File: config.mk
export PLATFORM = sky130hd
export DESIGN_NAME = cmd_sched
export DESIGN_NICKNAME = d
export VERILOG_FILES = /design/src/rtl/cs_pkg.sv /design/src/rtl/cmd_sched_sat_cnt.sv /design/src/rtl/cmd_sched.sv
export SDC_FILE = /design/constraint.sdc
export NUM_CORES = 1
export LEC_CHECK = 0
export BUFFER_PORTS_ARGS = -buffer_cell sky130_fd_sc_hd__buf_2
export CAP_MARGIN = 10
export CORE_ASPECT_RATIO = 1.1
export CORE_MARGIN = 1
export CORE_UTILIZATION = 51
export DETAILED_ROUTE_END_ITERATION = 16
export PLACE_DENSITY_LB_ADDON = 0.1
export REMOVE_ABC_BUFFERS = 1
export SLEW_MARGIN = 20
export SYNTH_ARGS = -nofsm -noshare
export SYNTH_HDL_FRONTEND = slang
export SYNTH_HIERARCHICAL = 1
export SYNTH_SLANG_ARGS = --single-unit
File: constraint.sdc
create_clock -name clk -period 2.9 [get_ports clk]
set_input_delay 0.435 -clock clk [delete_from_list [all_inputs] [get_ports clk]]
set_output_delay 0.435 -clock clk [all_outputs]
set_load 0.01 [all_outputs]
File: src/rtl/cs_pkg.sv
// Shared definitions for the command-frame scheduler: state codes, default
// frame/timeout settings and the saturating increment used by its counters.
package cs_pkg;

  typedef enum logic [3:0] {
    SC_IDLE  = 4'd0,
    SC_ARM   = 4'd1,
    SC_WAIT  = 4'd2,
    SC_EVAL  = 4'd3,
    SC_RELS  = 4'd4,
    SC_HOLD  = 4'd5,
    SC_RECOV = 4'd6,
    SC_DRAIN = 4'd7
  } state_e;

  localparam logic [11:0] FRAME_LEN_DEF = 12'd11;
  localparam logic [15:0] TIMEOUT_DEF   = 16'd4096;
  localparam logic [3:0]  GAP_DEF       = 4'd4;

  // Counters narrower than 16 bits pass their own all-ones value as max.
  function automatic logic [15:0] sat_inc(input logic [15:0] v, input logic [15:0] max);
    return (v >= max) ? max : v + 16'd1;
  endfunction

endpackage

File: src/rtl/cmd_sched_sat_cnt.sv
// Saturating event counter (W <= 16) with asynchronous active-low clear.
module sat_cnt
  import cs_pkg::*;
#(
  parameter int unsigned W = 16
) (
  input  logic         clk,
  input  logic         rst_n,
  input  logic         inc,
  output logic [W-1:0] cnt
);

  localparam logic [W-1:0] ALL1 = '1;

  logic [W-1:0] cnt_q, cnt_d;

  always_comb begin
    cnt_d = cnt_q;
    if (inc) cnt_d = W'(sat_inc(16'(cnt_q), 16'(ALL1)));
  end

  always_ff @(posedge clk or negedge rst_n) begin
    if (!rst_n) cnt_q <= '0;
    else        cnt_q <= cnt_d;
  end

  assign cnt = cnt_q;

endmodule

File: src/rtl/cmd_sched.sv
// Command-frame parser sequencer: starts the parser on a full frame, classifies
// the result, and recovers a hung parser with a reset pulse and FIFO drain.
module cmd_sched
  import cs_pkg::*;
#(
  parameter logic [11:0] FRAME_LEN = FRAME_LEN_DEF,
  parameter logic [15:0] TIMEOUT   = TIMEOUT_DEF,
  parameter logic [3:0]  GAP       = GAP_DEF
) (
  input  logic        clk,
  input  logic        rst,
  input  logic        en,
  input  logic [11:0] fifoc_cnt,
  output logic        fifoc_drain,
  output logic        prs_fs,
  input  logic        prs_fd,
  input  logic        prs_err,
  output logic        prs_rst,
  output logic [11:0] data_len,
  output logic        cfg_stb,
  output logic        busy,
  output logic [15:0] ok_cnt,
  output logic [15:0] bad_cnt,
  output logic [7:0]  to_cnt,
  output logic [3:0]  st
);

  state_e      st_q, st_d;
  logic [15:0] tmo_q, tmo_d;
  logic [3:0]  gap_q, gap_d;
  logic [11:0] drn_q, drn_d;
  logic        rcv_q, rcv_d;
  logic        drain_q, drain_d;
  logic        cfg_stb_q, cfg_stb_d;
  logic        ok_inc, bad_inc, to_inc;
  logic [11:0] issued;
  logic        more;

  always_comb begin
    st_d      = st_q;
    tmo_d     = tmo_q;
    gap_d     = '0;
    drn_d     = drn_q;
    rcv_d     = 1'b0;
    drain_d   = 1'b0;
    cfg_stb_d = 1'b0;
    ok_inc    = 1'b0;
    bad_inc   = 1'b0;
    to_inc    = 1'b0;
    // The strobe in flight this cycle has not yet been reflected in fifoc_cnt.
    issued    = drn_q + {11'b0, drain_q};
    more      = fifoc_cnt > {11'b0, drain_q};
    case (st_q)
      SC_IDLE: begin
        tmo_d = '0;
        if (en && fifoc_cnt >= FRAME_LEN) st_d = SC_ARM;
      end
      SC_ARM: begin
        tmo_d = tmo_q + 16'd1;
        st_d  = SC_WAIT;
      end
      SC_WAIT: begin
        tmo_d = tmo_q + 16'd1;
        if (prs_fd) begin
          st_d      = SC_EVAL;
          cfg_stb_d = !prs_err;
        end else if (tmo_q == TIMEOUT - 16'd1) begin
          st_d = SC_RECOV;
        end
      end
      SC_EVAL: begin
        tmo_d   = '0;
        ok_inc  = cfg_stb_q;
        bad_inc = !cfg_stb_q;
        st_d    = SC_RELS;
      end
      SC_RELS: begin
        tmo_d = tmo_q + 16'd1;
        if (!prs_fd)                           st_d = SC_HOLD;
        else if (tmo_q == TIMEOUT - 16'd1)     st_d = SC_RECOV;
      end
      SC_HOLD: begin
        gap_d = gap_q + 4'd1;
        if ({1'b0, gap_q} + 5'd1 >= {1'b0, GAP}) st_d = SC_IDLE;
      end
      SC_RECOV: begin
        rcv_d  = 1'b1;
        to_inc = !rcv_q;
        drn_d  = '0;
        if (rcv_q) st_d = SC_DRAIN;
      end
      SC_DRAIN: begin
        drn_d = issued;
        if (more && issued < FRAME_LEN) drain_d = 1'b1;
        else                            st_d    = SC_HOLD;
      end
      default: st_d = SC_IDLE;
    endcase
  end

  always_ff @(posedge clk or negedge rst) begin
    if (!rst) begin
      st_q      <= SC_IDLE;
      tmo_q     <= '0;
      gap_q     <= '0;
      drn_q     <= '0;
      rcv_q     <= 1'b0;
      drain_q   <= 1'b0;
      cfg_stb_q <= 1'b0;
    end else begin
      st_q      <= st_d;
      tmo_q     <= tmo_d;
      gap_q     <= gap_d;
      drn_q     <= drn_d;
      rcv_q     <= rcv_d;
      drain_q   <= drain_d;
      cfg_stb_q <= cfg_stb_d;
    end
  end

  sat_cnt #(.W(16)) u_ok  (.clk(clk), .rst_n(rst), .inc(ok_inc),  .cnt(ok_cnt));
  sat_cnt #(.W(16)) u_bad (.clk(clk), .rst_n(rst), .inc(bad_inc), .cnt(bad_cnt));
  sat_cnt #(.W(8))  u_to  (.clk(clk), .rst_n(rst), .inc(to_inc),  .cnt(to_cnt));

  assign st          = st_q;
  assign busy        = (st_q != SC_IDLE);
  assign prs_fs      = (st_q == SC_WAIT);
  assign prs_rst     = (st_q == SC_RECOV);
  assign fifoc_drain = drain_q;
  assign cfg_stb     = cfg_stb_q;
  assign data_len    = FRAME_LEN;

endmodule

==> metrics <==
final setup vio count 0; DIE AREA about 0.0092 mm^2; share of cells above drive strength 1 about a fifth; initial antenna violation count 0; I/O Buffers 65; total negative slack 0 ns; DP Area 0.00486 mm^2; path depth of the worst reg2reg path 7; Die Span Y approximately 100 um; post-layout power 2.48 mW; post-cts sizing count 0; Pleak ~2.6 nW; Syn Area/Cell between 9 and 10 um^2; Pre-antenna DRT Iters 5; Synth Cell Area roughly 0.0045 mm^2; number of synthesized flops with an enable pin 0; pin count of the biggest net entering global routing 80; ys flop type dfrtp_1; row cnt 35; Die X 91.4 um; status completed; max-slew violations 0; clock buffer depth 2; final hold slack roughly 0.10 ns; Crit. Startpoint st[1]; hold_buf cts 0; Area growth syn-to-layout 12.5%; CTS tree built; Seq cells post-synth 79; RSZ-0062 raised after global routing false; clock sink count around 80; post-route cell area 0.00505 mm^2; Worst Skew approximately 0.014 ns; DRT iter0 DRCs around 160; IO Pins 78; CP Class register to register; Final WS setup between 0.4 and 0.5 ns; cell chain of the critical path nand2_1, nor4b_1, buf_4, nand4_4, nor4_4, nand3_2, a41oi_2; R2R Setup Slk 0.45 ns; FILL cells 750; setup repair bufs after CTS 0; FF-to-FF Start st[1]; Worst-Margin Slew ~0.70 ns; minimum clock period after layout around 2.4 ns; Slew HR between 50% and 60%; multi-input combinational cell area 0.00233 mm^2; Pwr Density between 400 and 500 mW/mm^2; Worst-path clk slew ~0.09 ns; nets ~560; CTS root buffer clkbuf_8; GRT Total Usage 20.7%; Crit path required time approximately 3.2 ns; Routed WL approximately 9000 um; type of origin of the critical path register; Final Hold Fails 0; FF+latch area 0.00198 mm^2; routed vias/inst between 5 and 6; Initial Utilization about 53%; Clk Latency, worst-skew pair between 0.3 and 0.4 ns; CP max stage cell dfrtp_1; sequential area share after synthesis roughly 44%; DRC 0; Post-DP HPWL approximately 6200 um; GR Overflow Total 0; crit path capture u_ok/cnt[15]; GPL Wtd Cong 0.811; Crit path largest cell delay ~0.61 ns; synth unique cells 56; Final ANT Viol Nets 0; post-synthesis instance total between 400 and 500; Finished Layout Cells between 600 and 700; first-pass GRT wire length around 15,000 um; ant diodes 0; CP arrival approximately 2.7 ns; total placed cells including tap cells around 630; Async SR Flop Fraction between 90% and 100%; Inserted Clock Buffers 9; CP endpoint kind register; H-tree depth 3; Worst Hold Class primary input to async pin; dpl ws 0.481 ns; reg2reg end u_ok/cnt[15]; Core ar. around 0.0085 mm^2; Ys Warns 6; Peak VDD IR ~310 uV; critical path peak fanout 14; DR vias 3,677; Routed WL per cell about 14 um; fin crit share 84.4%; vias in the first global route around 3,300; maximum clock frequency between 0.4 and 0.5 GHz; max cap viols 0; utilization after layout 59.7%
[power by group]
part	switching, mW	internal [mW]	total [mW]
clock network	0.430	0.337	0.767
logic	0.273	0.191	0.464
registers	0.0924	1.16	1.25
total	0.795	1.69	2.48
[synth_stat cells, types with 3 or more instances]
cell | n | share of area (%)
dfrtp_1 | 79 | 44
nand2_1 | 65 | 5.4
nor2_1 | 36 | 3.0
nand3_1 | 25 | 2.8
xnor2_1 | 24 | 4.7
o21ai_0 | 19 | 2.1
xor2_1 | 18 | 3.5
nor3_1 | 16 | 1.8
buf_4 | 14 | 2.3
a21oi_1 | 13 | 1.4
nand4_1 | 13 | 1.8
nor4_1 | 13 | 1.8
and3_1 | 9 | 1.3
ha_1 | 9 | 2.5
inv_1 | 9 | 0.75
a22o_1 | 8 | 1.6
clkbuf_1 | 8 | 0.67
and4_1 | 7 | 1.4
buf_2 | 6 | 0.67
a21o_1 | 5 | 0.84
a31oi_1 | 5 | 0.70
nand2b_1 | 5 | 0.70
or3_1 | 5 | 0.70
mux2_2 | 4 | 1.0
mux2i_1 | 4 | 0.89
nand3_2 | 4 | 0.89
nand4_4 | 4 | 1.9
nor2b_1 | 4 | 0.56
mux2_4 | 3 | 1.0
o21a_1 | 3 | 0.50
[cells in the final DEF, fill, tap and decap left out, drive strengths merged, types with 16 or more instances in the layout]
| master | instances |
|---|---|
| nor2 | 36 |
| nand4 | 18 |
| nand2 | 66 |
| dfrtp | 79 |
| nand3 | 29 |
| nor3 | 17 |
| xnor2 | 24 |
| buf | 72 |
| o21ai | 21 |
| nor4 | 16 |
| xor2 | 18 |
[registers in the layout, summed over array words and instances, names as in the netlist]
| name | cells |
|---|---|
| fifoc_drain | 1 |
| drn_q | 12 |
| u_bad/cnt | 16 |
| st | 4 |
| u_ok/cnt | 16 |
| gap_q | 4 |
| tmo_q | 16 |
| rcv_q | 1 |
| cfg_stb | 1 |
| u_to/cnt | 8 |
[critical path, delay by kind of cell (launching register included)]
family | cells | cell delay [ns]
compound gates | 1 | 0.26
buf+inv | 1 | 0.22
flops | 1 | 0.61
simple gates | 5 | 1.27
[cell type report]
type / instances / share of cell area [%]
tap: 111 / 2.75
clock buffer: 10 / 2.73
inverter: 10 / 0.744
clock inverter: 6 / 0.892
timing repair buffer: 72 / 7.61
sequential: 79 / 39.2
multi-input combinational: 361 / 46.1
[kinds of logic (layout without fill, tap and decap cells)]
| logic type | after synthesis | in the layout | share of synthesized area, % |
|---|---|---|---|
| AO/OA/AOI/OAI | 65 | 65 | 9.62 |
| XOR/XNOR | 42 | 42 | 8.20 |
| adder cells (fa/ha/maj) | 9 | 9 | 2.51 |
| buffers and inverters | 40 | 98 | 5.02 |
| flip-flops | 79 | 79 | 44.0 |
| multiplexers | 11 | 11 | 2.90 |
| other | 2 | 13 | 0.167 |
| AND/OR/NAND/NOR | 221 | 221 | 27.5 |
[layer usage]
metal | part of all wire (%) | up-vias | GRT usage, %
met5 | 0 | - | 0
met3 | 4.4 | 19 | 3.11
li1 | - | 1784 | -
met4 | 2.1 | 0 | 8.67
met2 | 47 | 92 | 33.6
met1 | 47 | 1782 | 27.8
[worst min-delay path by stage]
stage | from | cells past startpoint | slack, ns | to
5_1_grt | rst | 1 | 0.17 | u_bad/cnt[11]
3_5_place_dp | drn_q[0] | 2 | 0.48 | drn_q[0]
6_report | rst | 1 | 0.10 | u_bad/cnt[8]
2_1_floorplan | rst | 0 | 0.14 | cfg_stb
3_3_place_gp | drn_q[0] | 2 | 0.47 | drn_q[0]
4_1_cts | rst | 1 | 0.29 | u_bad/cnt[8]
No activity file was read; power rests on OpenSTA's default activity.
